==> config.mk <==
export PLATFORM = sky130hd
export DESIGN_NAME = mercury_tank
export DESIGN_NICKNAME = d
export VERILOG_FILES = /design/src/rtl/mercury_tank.sv
export SDC_FILE = /design/constraint.sdc
export NUM_CORES = 1
export LEC_CHECK = 0
export CAP_MARGIN = 20
export CELL_PAD_IN_SITES_DETAIL_PLACEMENT = 2
export CELL_PAD_IN_SITES_GLOBAL_PLACEMENT = 2
export CORE_MARGIN = 2
export CORE_UTILIZATION = 45
export DETAILED_ROUTE_END_ITERATION = 12
export PLACE_DENSITY_LB_ADDON = 0.1
export SKIP_LAST_GASP = 1
export SLEW_MARGIN = 20
export SYNTH_ARGS = -nofsm -noshare
export SYNTH_HDL_FRONTEND = slang
export SYNTH_SLANG_ARGS = --single-unit
==> constraint.sdc <==
create_clock -name clk -period 7.1 [get_ports clk]
set_clock_uncertainty 0.2 [all_clocks]
set_input_delay 1.065 -clock clk [delete_from_list [all_inputs] [get_ports clk]]
set_output_delay 1.065 -clock clk [all_outputs]
set_load 0.01 [all_outputs]
==> src/rtl/mercury_tank.sv <==
// mercury_tank: one EDSAC mercury delay-line tank modelled as a serial store.
// The stored word train recirculates one digit per clk. Per-tank gates from
// the Control Section write (t_in), clear (t_clr) or read (t_out) the digit
// that is currently passing the tank's read/write point.
// Optional feature: define MERCURY_TANK_DEBUG_EN to add a combinational
// parallel readback of one minor cycle (dbg_minor -> dbg_word).
module mercury_tank #(
  parameter int DIGITS = 18,
  parameter int MINORS = 32
) (
  input  logic              clk,
  input  logic              reset_neg,
  input  logic              sync,
  input  logic              mib,
  input  logic              t_in,
  input  logic              t_out,
  input  logic              t_clr,
`ifdef MERCURY_TANK_DEBUG_EN
  input  logic [4:0]        dbg_minor,
  output logic [DIGITS-1:0] dbg_word,
`endif
  output logic              mob,
  output logic [4:0]        pos_digit,
  output logic [4:0]        pos_minor,
  output logic              slip,
  output logic              slip_seen
);

  localparam int TANK_LEN = DIGITS * MINORS;
  localparam int PW       = $clog2(TANK_LEN);

  // Whole tank contents. Kept in flops rather than RAM because reset must
  // clear every bit at once.
  logic [TANK_LEN-1:0] store_reg;
  logic [TANK_LEN-1:0] store_next;

  logic [4:0]    digit_reg;
  logic [4:0]    digit_next;
  logic [4:0]    minor_reg;
  logic [4:0]    minor_next;
  logic          mob_reg;
  logic          mob_next;
  logic          slip_reg;
  logic          slip_next;
  logic          slip_seen_reg;
  logic          slip_seen_next;

  logic [PW-1:0] pos_lin;
  logic [PW-1:0] eff_pos;
  logic          old_bit;
  logic          new_bit;

  // Linear position; a sync pulse away from position 0 forces this clk to act as position 0
  always_comb begin
    pos_lin   = PW'(minor_reg) * PW'(DIGITS) + PW'(digit_reg);
    slip_next = sync && (pos_lin != '0);
    eff_pos   = slip_next ? '0 : pos_lin;
  end

  // Position counters: digit wraps into minor; a slip restarts the count just past position 0
  always_comb begin
    digit_next = digit_reg + 5'd1;
    minor_next = minor_reg;
    if (slip_next) begin
      digit_next = 5'd1;
      minor_next = 5'd0;
    end else if (digit_reg == 5'(DIGITS - 1)) begin
      digit_next = 5'd0;
      minor_next = (minor_reg == 5'(MINORS - 1)) ? 5'd0 : minor_reg + 5'd1;
    end
  end

  // Read the pre-write bit, then write it back, replaced or cleared (t_in wins over t_clr)
  always_comb begin
    old_bit             = store_reg[eff_pos];
    new_bit             = t_in ? mib : (t_clr ? 1'b0 : old_bit);
    mob_next            = t_out & old_bit;
    slip_seen_next      = slip_seen_reg | slip_next;
    store_next          = store_reg;
    store_next[eff_pos] = new_bit;
  end

  // State registers; asynchronous reset drops any in-flight write and clears the tank
  always_ff @(posedge clk or negedge reset_neg) begin
    if (!reset_neg) begin
      store_reg     <= '0;
      digit_reg     <= 5'd0;
      minor_reg     <= 5'd0;
      mob_reg       <= 1'b0;
      slip_reg      <= 1'b0;
      slip_seen_reg <= 1'b0;
    end else begin
      store_reg     <= store_next;
      digit_reg     <= digit_next;
      minor_reg     <= minor_next;
      mob_reg       <= mob_next;
      slip_reg      <= slip_next;
      slip_seen_reg <= slip_seen_next;
    end
  end

  assign mob       = mob_reg;
  assign pos_digit = digit_reg;
  assign pos_minor = minor_reg;
  assign slip      = slip_reg;
  assign slip_seen = slip_seen_reg;

`ifdef MERCURY_TANK_DEBUG_EN
  // Parallel readback taps the storage directly and never touches circulation.
  logic          dbg_valid;
  logic [PW-1:0] dbg_base;

  assign dbg_valid = (int'(dbg_minor) < MINORS);
  assign dbg_base  = dbg_valid ? PW'(dbg_minor) * PW'(DIGITS) : '0;

  for (genvar gi = 0; gi < DIGITS; gi++) begin : g_dbg
    assign dbg_word[gi] = dbg_valid & store_reg[dbg_base + PW'(gi)];
  end
`endif

endmodule

==> reports/metrics.cfg <==
[outcome]
status=finished with violations
violations=negative setup slack

[clock_network]
cts.sinks=589
cts_tree=done
path_clk_slew_ns=0.06
cts_made_buffers=69
clockRootBuffer=clkbuf_16
clkLatencyLatePin_ns=0.64
clock_path_buffers=3
cts_hold_buffers=0
htree_levels=3

[place]
pre_cts_ws_ns=0.2110
gp_congestion=0.9886
hpwl_um=94350
portBuffers=19

[yosys]
ys_top_cells_by_count=607 x a21oi_1, 589 x dfrtp_1, 526 x a31oi_1
synthArstFlopShare_pct=100.0
syn_avg_cell_area_um2=9.763
synth_edf_count=0
yosysUniqueCellTypes=87
yosysWarnings=0
ys_top_cells_by_area=dfrtp_1 50%, a31oi_1 11%, a21oi_1 10%, clkbuf_1 3.1%, o22ai_1 2.5%
synthSimpleGateAreaFrac_pct=6.295
yosys.cell_count.top_type=a21oi_1
synth_top_family_by_area=compound AO/OA/AOI/OAI gates
synth-adder-area-share_pct=0.6504
synth.area.mux_share_pct=2.876
ys_seq_elements=589
synth_top_area_share_pct=50.41
synth_top_cell_by_area=dfrtp_1
synth_cells=2995
ys_seq_area_share_pct=50.41
synth-compound-area-share_pct=33.33
synth_top_flop_cell=dfrtp_1
syn_area_um2=29240
synth-xor-area-share_pct=0.3209
syn_nets=3016

[power_and_ir_drop]
p_leak_nw=13.96
powerDensity_nw_per_um2=309.8
vdd_drop_max_mv=0.2254

[timing]
drv_slew=0
finalHoldViolations=0
setup-tns-final_ns=-3.196
rsz0062_at_grt=no
fmaxAchievable_mhz=138.3
setup_ws_ns=-0.1327
worst_pin_slew_ns=1.237
period_needed_ns=7.233
finalSetupViolCount=78
max_slew_margin_pct=17.47
timing.final.crit_share_pct=101.9

[grt]
overflow=0
grt_pass1_wl_um=218700
track_usage_pct=44.65
grt_start_max_net_pins=213
antenna_found_initial=9
grt_pass1_vias=30270

[die]
io_pins=20
fp.dieArea_um2=67030
fp.dieW_um=258.9
start_util_pct=45.44
core.rowCount=93
core_area_um2=64350
die_h_um=258.9

[drt]
vias_per_cell=7.746
vias=29290
wl_um=150600
dr.pass1.iters=5
post_drt_wl_per_cell_um=39.84
postRouteAntennaNets=0
drtIter0Drc=3723
drc_errors=0

[worst_setup_path]
rrSetupSlack_ns=-0.13
crit_slowest_cell=or2_2
setup.worst_path.start=pos_minor[0]
reg2reg_from=pos_minor[0]
path_class=reg2reg
r2r-end=store_reg[219]
cp-end-kind=register
cp-start-kind=register
cp_cell_sequence=ha_4 > fa_2 > buf_4 > nand4bb_1 > or2_2 > o22ai_1 > nor3_1 > o311ai_1 > a211o_1 > o21ai_0 > nand4_1 > or4b_4 > buf_12 > a41oi_1
r2r_cells=14
cp.arrival_ns=7.57
worstPathRequired_ns=7.44
crit_fanout=212
cp_slowest_stage_delay_ns=0.76

[cells_and_area]
syn_to_final_growth_pct=12.45
final_util_pct=51.10
largest_reg_flops=576
final_net_count=2890
drive_gt1_share_pct=14.56

[hold_path]
worstHoldPathType=in2async

[run]
drv_cap=0

-- power by group --
part / internal (W) / leakage [nW] / switching (W)
Sequential: 0.00344 / 8.18 / 0.000113
Combinational: 0.000762 / 4.65 / 0.00219
Clock: 0.00212 / 1.13 / 0.00156
-- routing by layer --
layer / vias up / GRT usage [%] / wire, µm
li1: 11440 / - / -
met1: 15480 / 57.95 / 58180
met2: 1819 / 67.10 / 66980
met3: 546 / 10.86 / 14450
met4: 8 / 28.47 / 10980
met5: - / 0 / 46
-- cell usage in the layout, fill, tap and decap left out, types with 13 or more instances in the layout --
cell type / Yosys / layout
nor2_2: 1 / 14
a211oi_1: 16 / 14
mux4_2: 16 / 16
clkbuf_16: 0 / 70
mux2_2: 16 / 16
o22a_1: 26 / 26
o211ai_1: 13 / 13
nor3_2: 0 / 18
a41oi_2: 25 / 25
nand2_1: 78 / 76
nor2_1: 118 / 89
a31oi_1: 526 / 526
o21ai_0: 36 / 35
nor3_1: 58 / 30
a41oi_1: 38 / 38
nand3_1: 27 / 27
dfrtp_1: 589 / 588
clkdlybuf4s50_1: 0 / 17
clkbuf_8: 0 / 14
a21oi_1: 607 / 607
buf_4: 15 / 145
o22ai_1: 118 / 118
clkbuf_1: 239 / 15
nor2_4: 0 / 16
mux2i_1: 30 / 30
o221ai_1: 21 / 21
-- area by class of cell --
type | count | area, µm²
inverters | 14 | 52.55
clock inverters | 21 | 271.5
diodes | 8 | 20.02
repair buffers | 176 | 1519
flip-flops and latches | 589 | 14740
well taps | 855 | 1070
fillers | 6499 | 31470
multi-input cells | 2019 | 13200
clock buffers | 99 | 2001
-- cells by family (layout without fill, tap and decap cells) --
| logic type | Yosys count | after routing |
|---|---|---|
| DFF | 589 | 589 |
| muxes | 62 | 62 |
| and+or+nand+nor | 378 | 378 |
| adders and majority gates | 14 | 14 |
| buffers and inverters | 387 | 310 |
| other | 0 | 8 |
| AOI/OAI and AO/OA | 1556 | 1556 |
| xor gates and xnor gates | 9 | 9 |
-- stage by stage --
step / total power (W) / cell area (µm²) / instances / hold WS (ns)
5_1_grt: 0.01038 / 32860 / 3773 / 0.2032
2_1_floorplan: 0.005127 / 29240 / 2995 / 0.3041
6_report: 0.01019 / 32880 / 3781 / 0.1637
4_1_cts: 0.01005 / 32830 / 3773 / 0.1857
3_3_place_gp: 0.006343 / 30560 / 3653 / 0.2563
3_5_place_dp: 0.006391 / 30560 / 3653 / 0.2668
-- timing repair --
item,4_1_cts,5_1_grt
gates resized for setup,0,1
buffers inserted,0,0
endpoints found under the setup margin,0,19
-- worst max-delay path: cells and delay by family (launching register included) --
kind	cells	cell delay, ns
simple gates	5	2.76
fa+ha+maj	2	0.99
buf+inv	2	0.70
compound gates	5	1.65
flops	1	0.52
-- how the worst max path moves through the flow --
stage | depth (start not counted) | slack, ns | end
after floorplan | 17 | 2.52 | store_reg[201]
after global placement | 14 | 0.32 | store_reg[158]
after detailed placement | 14 | 0.21 | store_reg[226]
after CTS | 14 | 0.21 | store_reg[226]
after global routing | 14 | 0.04 | store_reg[219]
final | 14 | -0.13 | store_reg[219]
Note: power is estimated with default switching activity, not from simulation.
